## src/rtl/sea_de_iter.sv

```systemverilog
// Iterative SEA-style Feistel decryption core: one round per enabled clock,
// valid/ready handshake on both sides, outputs hold the last plaintext.
module sea_de_iter #(
    parameter int unsigned WB = 8,
    parameter int unsigned NB = 6,
    parameter int unsigned NR = 16
) (
    input  logic              clk,
    input  logic              rst_n,
    input  logic              ena,
    input  logic              in_valid,
    output logic              in_ready,
    input  logic [NB*WB-1:0]  ci_l,
    input  logic [NB*WB-1:0]  ci_r,
    input  logic [NB*WB-1:0]  ki,
    output logic              out_valid,
    input  logic              out_ready,
    output logic [NB*WB-1:0]  lio,
    output logic [NB*WB-1:0]  rio,
    output logic              busy
);

    localparam int unsigned W  = NB * WB;
    localparam int unsigned CW = 8;

    typedef enum logic [1:0] {
        IDLE = 2'd0,
        RUN  = 2'd1,
        DONE = 2'd2
    } state_t;

    state_t          state_q;
    logic [CW-1:0]   ctr_q;
    logic [W-1:0]    l_q;
    logic [W-1:0]    r_q;
    logic [W-1:0]    k_q;
    logic [W-1:0]    lio_q;
    logic [W-1:0]    rio_q;
    logic            out_valid_q;
    logic            busy_q;

    logic [W-1:0]    rk_c;
    logic [W-1:0]    f_c;
    logic [W-1:0]    nl_c;

    // Rotate by one word: word j -> word j+1, top word wraps to word 0.
    function automatic logic [W-1:0] rotw(input logic [W-1:0] x);
        return {x[W-WB-1:0], x[W-1 -: WB]};
    endfunction

    function automatic logic [W-1:0] rotw_n(input logic [W-1:0] x, input logic [CW-1:0] n);
        logic [W-1:0] r;
        r = x;
        for (int s = 0; s < int'(NB) - 1; s++) begin
            if (s < int'(n)) begin
                r = rotw(r);
            end
        end
        return r;
    endfunction

    function automatic logic [W-1:0] add_w(input logic [W-1:0] x, input logic [W-1:0] k);
        logic [W-1:0] r;
        r = '0;
        for (int j = 0; j < int'(NB); j++) begin
            r[j*WB +: WB] = x[j*WB +: WB] + k[j*WB +: WB];
        end
        return r;
    endfunction

    function automatic logic [2:0] sbox3(input logic [2:0] v);
        logic [2:0] y;
        case (v)
            3'd0:    y = 3'd0;
            3'd1:    y = 3'd5;
            3'd2:    y = 3'd6;
            3'd3:    y = 3'd7;
            3'd4:    y = 3'd4;
            3'd5:    y = 3'd3;
            3'd6:    y = 3'd1;
            default: y = 3'd2;
        endcase
        return y;
    endfunction

    // Bitsliced S-box: each word triple forms WB independent 3-bit lookups.
    function automatic logic [W-1:0] sbox(input logic [W-1:0] x);
        logic [W-1:0] r;
        logic [2:0]   y;
        r = '0;
        for (int t = 0; t < int'(NB / 3); t++) begin
            for (int b = 0; b < int'(WB); b++) begin
                y = sbox3({x[(3*t+2)*int'(WB)+b], x[(3*t+1)*int'(WB)+b], x[(3*t)*int'(WB)+b]});
                r[(3*t)*int'(WB)+b]   = y[0];
                r[(3*t+1)*int'(WB)+b] = y[1];
                r[(3*t+2)*int'(WB)+b] = y[2];
            end
        end
        return r;
    endfunction

    // Round datapath for round index ctr_q.
    always_comb begin
        rk_c = rotw_n(k_q, ctr_q % CW'(NB)) ^ {NB{WB'(ctr_q)}};
        f_c  = rotw(sbox(add_w(l_q, rk_c)));
        nl_c = r_q ^ f_c;
    end

    always_ff @(posedge clk or negedge rst_n) begin
        if (!rst_n) begin
            state_q     <= IDLE;
            ctr_q       <= '0;
            l_q         <= '0;
            r_q         <= '0;
            k_q         <= '0;
            lio_q       <= '0;
            rio_q       <= '0;
            out_valid_q <= 1'b0;
            busy_q      <= 1'b0;
        end else if (ena) begin
            case (state_q)
                IDLE: begin
                    if (in_valid) begin
                        l_q     <= ci_l;
                        r_q     <= ci_r;
                        k_q     <= ki;
                        ctr_q   <= CW'(NR - 1);
                        busy_q  <= 1'b1;
                        state_q <= RUN;
                    end
                end
                RUN: begin
                    l_q <= nl_c;
                    r_q <= l_q;
                    if (ctr_q == '0) begin
                        lio_q       <= nl_c;
                        rio_q       <= l_q;
                        out_valid_q <= 1'b1;
                        busy_q      <= 1'b0;
                        state_q     <= DONE;
                    end else begin
                        ctr_q <= ctr_q - CW'(1);
                    end
                end
                DONE: begin
                    if (out_ready) begin
                        out_valid_q <= 1'b0;
                        state_q     <= IDLE;
                    end
                end
                default: begin
                    state_q <= IDLE;
                end
            endcase
        end
    end

    // Acceptance must follow ena within the same cycle, so in_ready is decoded.
    assign in_ready  = ena && (state_q == IDLE);
    assign out_valid = out_valid_q;
    assign busy      = busy_q;
    assign lio       = lio_q;
    assign rio       = rio_q;

endmodule
```

## config.mk

```make
export PLATFORM = sky130hd
export DESIGN_NAME = sea_de_iter
export DESIGN_NICKNAME = d
export VERILOG_FILES = /design/src/rtl/sea_de_iter.sv
export SDC_FILE = /design/constraint.sdc
export NUM_CORES = 1
export LEC_CHECK = 0
export CAP_MARGIN = 10
export CORE_MARGIN = 3
export CORE_UTILIZATION = 30
export DETAILED_ROUTE_END_ITERATION = 8
export PLACE_DENSITY_LB_ADDON = 0.05
export SETUP_SLACK_MARGIN = 0.4
export SLEW_MARGIN = 20
export SYNTH_ARGS = -nofsm -noshare
export SYNTH_HDL_FRONTEND = slang
export SYNTH_SLANG_ARGS = --single-unit
```

## constraint.sdc

```tcl
create_clock -name clk -period 13.41 [get_ports clk]
set_input_delay 4.023 -clock clk [delete_from_list [all_inputs] [get_ports clk]]
set_output_delay 4.023 -clock clk [all_outputs]
set_load 0.01 [all_outputs]
```

* After elaboration in Yosys (flattened, before gate mapping)
Index checks and enable logic that the tools add are counted.
** Word-level totals
- Bits in registers :: 252
- Bits of input ports :: 149
- Output and inout bits :: 99
** Cells by class
- Add/sub/neg operators :: 7
- Div/mod/pow operators :: 1
- $lt $le $gt $ge :: 5
- Eq/ne operators :: 102
- Muxes and demuxes :: 38
- Bitwise gates (word level) :: 2
- Reduce and logical (&&, ||, !) cells :: 28
** Operator list (count)
- $mux W48 :: 7
- $pmux W3 S7 :: 16
- $pmux W48 S2 :: 2
- $eq A3 B3 Y1 const B :: 48
- $eq A3 B2 Y1 const B :: 32
- $xor A48 B48 Y48 :: 2
- $add A8 B8 Y8 :: 6
- $eq A3 B1 Y1 const B :: 16
- $logic_not A3 Y1 :: 16
- $lt A1 B8 Y1 const A :: 2
- $lt A2 B8 Y1 const A :: 2
- $mux W8 :: 2
- $pmux W8 S2 :: 1
- $reduce_and A4 Y1 :: 4
- $reduce_and A3 Y1 :: 3
- $logic_not A8 Y1 :: 1
- $lt A3 B8 Y1 const A :: 1
- $mod A8 B3 Y8 const B :: 1
- $ne A2 B2 Y1 const B :: 4
- $sub A8 B1 Y8 const B :: 1
- $mux W2 :: 3
- $pmux W2 S3 :: 1
- $mux W1 :: 4
- $pmux W1 S2 :: 2
- other kinds (5) :: 6

* Longest topological paths before layout
Gate-level depths: netlist of the first run.
- Depth in word-level cells :: 13
- Gate-level depth with buffers :: 33
- Gate-level depth less buffers :: 31

* Worst setup path after synthesis of the first run
OpenSTA, ideal clock, no wires.
- Path type :: in2out
- Start :: input ena
- End :: output in_ready
- Arrival time :: 4.291 ns
- Data required time :: 9.387 ns
- Path slack :: 5.096 ns
- Cell stages on the path :: 2
- Path buffers :: 0
- Cell sequence :: nand2b_1 -> nor2_1
** On the way
- Cells in the longest elaborated chain, start to end :: 1
** RTL lines
- start: declaration :: RTL line 10 : input logic ena,
- $logic_and A1 B1 Y1 :: RTL line 159 : assign in_ready = ena && (state_q == IDLE);
- end: declaration :: RTL line 12 : output logic in_ready,
Every way passes these cells.

* Final worst setup path of the first run
Same ends and word-level chain as after synthesis.

==> impl_metrics.tcl, run 1 <==
set metrics [dict create \
    min_period_over_period 0.7278 \
    clock_tree_root_driver_cell "sky130_fd_sc_hd__clkbuf_16" \
    floorplan.rows 84 \
    cts_setup_buffers 0 \
    synthesis.yosys.warnings 0 \
    drt-wirelength-per-cell_um 22.09 \
    finalHoldViolCount 0 \
    floorplan.core_area_sq_mm 0.05287 \
    gr-total-overflow 0 \
    worstPathRequired_ps 9390 \
    maximum_number_of_pins_on_one_net_before_global_route_repair 82 \
    cts_tree "done" \
    postLayoutSetupSlackWorst_ps 3650 \
    final.setup.tns_ps 0 \
    path_max_fanout 6 \
    antenna_left 0 \
    boundaryPins 248 \
    post_cts_hold_buffer_count 0 \
    gp_congestion 0.8694 \
    clock_sinks 252 \
    syn-mean-instance-area_sq_um 8.656 \
    worstPathArrival_ps 5740 \
    initial_core_util 0.3047 \
    cts-buffers-inserted 34 \
    grt_pass1_vias 13890 \
    whs_path_depth 2 \
    dr.pass1.iters 7 \
    area_growth_syn_to_layout_pct 26.21 \
    die_height_um 237.7 \
    drt_iter0_drc 1176 \
    netlist-cell-type-count 83 \
    drt-total-wl_um 61030 \
    number_of_buffers_inserted_by_port_buffering 247 \
    worst-r2r-cell-count 30 \
    synth-seq-area-share 0.3915 \
    synth_top_flop_cell "sky130_fd_sc_hd__dfrtp_1" \
    vias_per_cell 5.108 \
    dp_hpwl_um 44430 \
    htree_levels 2 \
    num_vias 14109 \
    syn-instance-count 1861 \
    number_of_synthesized_flops_with_an_enable_pin 0 \
    max-clock-path-buffers 3 \
    floorplan.die_area_sq_mm 0.05651 \
    fin_hold_ws_ps 470.0 \
    antenna_found_initial 1 \
    crit_type "input port to output pin" \
    worst_setup_path_end_kind "output pin" \
    nets 2258 \
    final_max_slew_viol_count 0 \
    netlist_area_sq_mm 0.01611 \
    grt_setup_unrepaired "false" \
    detail_route.drc_violations 0 \
    wire_length_of_the_first_global_routing_pass_um 91540 \
    synth-async-reset-ratio 1.000 \
    worst_setup_path_start_kind "input port" \
    track_usage 0.2129 \
    die_width_um 237.7 \
    preCtsSetupSlack_ps 3590 \
    synth.ff_latch_count 252 \
    timing.hold.worst.class "flip-flop to flip-flop" \
    n_antenna_cell 0 \
    fin_worst_skew_ps 22.34 \
    post_cts_resize_count 0 \
    timing.max_cap.violations 0 \
    net_count_of_the_mapped_netlist 2069 \
    setup_failing_eps_final 0 \
    drive_above_1_share 0.08004 \
    fmax_mhz 102.5 \
    path_clk_slew_ps 50 \
    min_period_ps 9760 \
    max_slew_margin 0.3086 \
    tightestPinTransition_ps 1037 \
    clock_latency_on_the_worst_skew_pair_ps 550 \
    status "finished, final reports clean" \
]
[placed cells by master (no fill, tap or decap), drive strengths merged, types with 4 or more instances in the layout]
cell type / Yosys / final
a211oi: 10 / 10
a21o: 16 / 16
a21oi: 62 / 62
a221oi: 13 / 13
a222oi: 11 / 11
a22o: 4 / 4
a22oi: 8 / 8
a31oi: 56 / 56
a32o: 4 / 4
and2: 5 / 5
buf: 40 / 26
clkbuf: 79 / 49
clkdlybuf4s50: 0 / 246
clkinv: 0 / 5
dfrtp: 252 / 252
fa: 6 / 6
ha: 53 / 53
inv: 30 / 32
mux2: 40 / 40
mux2i: 36 / 36
mux4: 13 / 13
nand2: 526 / 526
nand2b: 8 / 8
nand3: 12 / 12
nor2: 121 / 121
nor2b: 12 / 12
nor3: 11 / 11
o211a: 6 / 6
o211ai: 14 / 14
o21ai: 102 / 102
o21bai: 6 / 6
o221ai: 13 / 13
o22ai: 54 / 54
or3: 7 / 7
xnor2: 129 / 129
xor2: 55 / 55
[area by class of cell]
class / count / area [sq um]
inverter: 30 / 112.6
clock buffer: 49 / 987.2
clock inverter: 11 / 151.4
tap: 688 / 860.8
sequential: 252 / 6309
timing repair buffer: 272 / 2665
multi-input combinational: 1460 / 9245
fill: 5455 / 32540
[worst max-delay path, stage by stage]
cell and delay [ps]:
sky130_fd_sc_hd__clkdlybuf4s50_1 610, sky130_fd_sc_hd__nand2b_1 150, sky130_fd_sc_hd__nor2_1 290, sky130_fd_sc_hd__clkdlybuf4s50_1 660
[metrics by stage]
stage,std cells,util,cell area (sq um)
finish,2762,0.3846,20330
global route,2762,0.3846,20330
CTS,2762,0.3846,20330
detailed placement,2702,0.3630,19190
global placement,2702,0.3630,19190
floorplan,1861,-,16110
[final timing paths]
kind	slack, ps	end	from
max	3650	in_ready	ena
min	470	lio[30]	lio[30]
max reg2reg	5430	l_q[6]	ctr_q[7]
min reg2reg	470	lio[30]	lio[30]
max in group asynchronous	7850	k_q[13]	rst_n
min in group asynchronous	3440	lio[35]	rst_n
[flip-flops by register name (all words and copies together), names as in the netlist]
register   cells
k_q           48
out_valid      1
l_q           48
r_q           48
busy           1
ctr_q          8
rio           48
lio           48
state_q        2
[kinds of logic (layout without fill, tap and decap cells)]
kind of cell	count (synthesis)	in the layout	synth area share
XOR/XNOR	184	184	0.1000
adder cells (fa/ha/maj)	59	59	0.04862
multiplexers	89	89	0.06850
AND/OR/NAND/NOR	721	721	0.1809
buffers and inverters	149	362	0.03806
AO/OA/AOI/OAI	407	407	0.1724
flip-flops	252	252	0.3915
[Yosys cell counts, types with 12 or more instances]
| library cell | number | share of area |
|---|---|---|
| sky130_fd_sc_hd__ha_1 | 53 | 0.041 |
| sky130_fd_sc_hd__dfrtp_1 | 252 | 0.39 |
| sky130_fd_sc_hd__buf_2 | 19 | 0.0059 |
| sky130_fd_sc_hd__nor2_1 | 121 | 0.028 |
| sky130_fd_sc_hd__mux2_2 | 40 | 0.028 |
| sky130_fd_sc_hd__nor2b_1 | 12 | 0.0047 |
| sky130_fd_sc_hd__a21o_1 | 16 | 0.0075 |
| sky130_fd_sc_hd__a31oi_1 | 55 | 0.021 |
| sky130_fd_sc_hd__mux2i_1 | 36 | 0.022 |
| sky130_fd_sc_hd__o211ai_1 | 12 | 0.0056 |
| sky130_fd_sc_hd__clkbuf_1 | 79 | 0.018 |
| sky130_fd_sc_hd__inv_1 | 30 | 0.0070 |
| sky130_fd_sc_hd__buf_1 | 14 | 0.0033 |
| sky130_fd_sc_hd__mux4_2 | 13 | 0.018 |
| sky130_fd_sc_hd__xor2_1 | 55 | 0.030 |
| sky130_fd_sc_hd__o21ai_0 | 95 | 0.030 |
| sky130_fd_sc_hd__xnor2_1 | 129 | 0.070 |
| sky130_fd_sc_hd__nand2_1 | 525 | 0.12 |
| sky130_fd_sc_hd__o22ai_1 | 53 | 0.021 |
| sky130_fd_sc_hd__o221ai_1 | 13 | 0.0071 |
| sky130_fd_sc_hd__a21oi_1 | 61 | 0.019 |
[routing by layer]
metal / vias to the layer above / wire, um / track usage
li1: 6803 / - / -
met1: 6889 / 28380 / 0.2966
met2: 354 / 28460 / 0.3468
met3: 63 / 2921 / 0.03597
met4: 0 / 1264 / 0.04941
met5: - / 0 / 0
Power of run 1 is not shown: default switching activity piles up to over one toggle a cycle in this logic, so the estimate is an artifact.
==> run 2: changes to the inputs <==
==> constraint.sdc (replaced) <==
create_clock -name clk -period 8 [get_ports clk]
set_input_delay 2.4 -clock clk [delete_from_list [all_inputs] [get_ports clk]]
set_output_delay 2.4 -clock clk [all_outputs]
set_load 0.01 [all_outputs]
==> run 2 against run 1 <==
Count of clock-buffer cells in the layout up 2. Critical path depth grew 25. Clock skew decreased by 3.3 ps. Cell count grew 0.69%. Utilization rose by 0.36 points. Non-clock buffer count up 20. Global-route usage increased by 1.1 points. Wire length up 4.8%. Critical path type is now flip-flop to flip-flop. Critical endpoint is now l_q[22].
==> impl_metrics.tcl, run 2 (synthesis gave the netlist of run 1 again) <==
set metrics [dict create \
    number_of_buffers_inserted_by_port_buffering 247 \
    nets 2278 \
    drt-wirelength-per-cell_um 22.99 \
    gp_congestion 0.9145 \
    path_clk_slew_ps 60 \
    floorplan.core_area_sq_mm 0.05287 \
    fmax_mhz 142.0 \
    max-clock-path-buffers 3 \
    detail_route.drc_violations 0 \
    htree_levels 2 \
    path_delay_family "compound AO/OA/AOI/OAI gates" \
    floorplan.rows 84 \
    drive_above_1_share 0.09082 \
    final_max_slew_viol_count 0 \
    finalHoldViolCount 0 \
    timing.max_cap.violations 0 \
    setup_failing_eps_final 0 \
    cts-buffers-inserted 34 \
    layout_common_cells "525 x sky130_fd_sc_hd__nand2_1, 247 x sky130_fd_sc_hd__dfrtp_1, 246 x sky130_fd_sc_hd__clkdlybuf4s50_1" \
    grt_setup_unrepaired "false" \
    cts_tree "done" \
    cpPeakStageDelay_ps 580 \
    worst_setup_path_end_kind "flip-flop" \
    status "finished, final reports clean" \
    area_growth_syn_to_layout_pct 27.39 \
    worstPathArrival_ps 7490 \
    boundaryPins 248 \
    die_height_um 237.7 \
    wire_length_of_the_first_global_routing_pass_um 95890 \
    clock_latency_on_the_worst_skew_pair_ps 550 \
    clock_sinks 252 \
    num_vias 14351 \
    layout_commonest_cell "sky130_fd_sc_hd__nand2_1" \
    antenna_found_initial 0 \
    timing.hold.worst.class "flip-flop to flip-flop" \
    grt_pass1_vias 14201 \
    antenna_left 0 \
    clock_tree_root_driver_cell "sky130_fd_sc_hd__clkbuf_16" \
    maximum_number_of_pins_on_one_net_before_global_route_repair 133 \
    floorplan.die_area_sq_mm 0.05651 \
    gr-total-overflow 0 \
    drt_iter0_drc 1113 \
    dp_hpwl_um 47520 \
    tightestPinTransition_ps 961.4 \
    vias_per_cell 5.160 \
    finalCoreUtilization 0.3882 \
    drt-total-wl_um 63940 \
    crit_type "flip-flop to flip-flop" \
    max_slew_margin 0.3591 \
    final.setup.tns_ps 0 \
    dr.pass1.iters 6 \
    die_width_um 237.7 \
    track_usage 0.2239 \
    initial_core_util 0.3047 \
    critical_path_buf_inv_count 4 \
    min_period_over_period 0.8802 \
    worstPathRequired_ps 8450 \
    fin_worst_skew_ps 19.01 \
    timing.critical_path.slowest_stage_cell "sky130_fd_sc_hd__dfrtp_4" \
    worst_setup_path_start_kind "flip-flop" \
    cts_setup_buffers 0 \
    min_period_ps 7041 \
    path_max_fanout 18 \
]
==> run 2: timing repair <==
item                       4_1_cts  5_1_grt
resized for setup                0        6
setup endpoints to repair        0       36
hold buffers                     0        0
==> run 2: area by class of cell <==
| type | count | area, sq um |
|---|---|---|
| timing repair buffer | 292 | 2840 |
| antenna | 1 | 2.502 |
| multi-input combinational | 1460 | 9248 |
| sequential | 252 | 6315 |
| clock buffer | 51 | 1036 |
| fill | 5338 | 32340 |
| clock inverter | 7 | 106.4 |
| inverter | 30 | 112.6 |
| tap | 688 | 860.8 |
==> run 2: path summary, 6_finish.rpt <==
| kind | endpoint | slack, ps | depth (start not counted) | start |
|---|---|---|---|---|
| setup reg to reg | l_q[22] | 960 | 29 | ctr_q[6] |
| setup / recovery | l_q[22] | 960 | 29 | ctr_q[6] |
| hold reg to reg | lio[27] | 470 | 2 | lio[27] |
| hold / removal | lio[27] | 470 | 2 | lio[27] |
| max in group asynchronous | r_q[22] | 4930 | 2 | rst_n |
| min in group asynchronous | lio[34] | 1820 | 1 | rst_n |
==> run 2: layer usage <==
metal / part of all wire / track usage
met3: 0.052 / 0.03875
met4: 0.019 / 0.05144
met5: 0 / 0
met1: 0.47 / 0.3139
met2: 0.46 / 0.3618
==> run 2: worst register-to-register path: cells and delay by family, from the launching register on <==
| kind | cells | cell delay (ps) |
|---|---|---|
| xor+xnor | 3 | 880 |
| buf+inv | 4 | 690 |
| flops | 1 | 580 |
| fa+ha+maj | 3 | 830 |
| simple gates | 4 | 1250 |
| mux | 1 | 390 |
| compound gates | 14 | 2330 |
==> run 2: stage by stage <==
step	setup slack, ps	area, sq um	std cells	hold WS [ps]
after floorplan	2057	16110	1861	484.4
after global placement	713.8	19360	2722	457.9
after detailed placement	655.3	19360	2722	462.6
after CTS	612.9	20500	2780	476.2
after global routing	413.6	20520	2780	487.7
final	958.7	20520	2781	469.0
Power of run 2 is left out for the same reason.
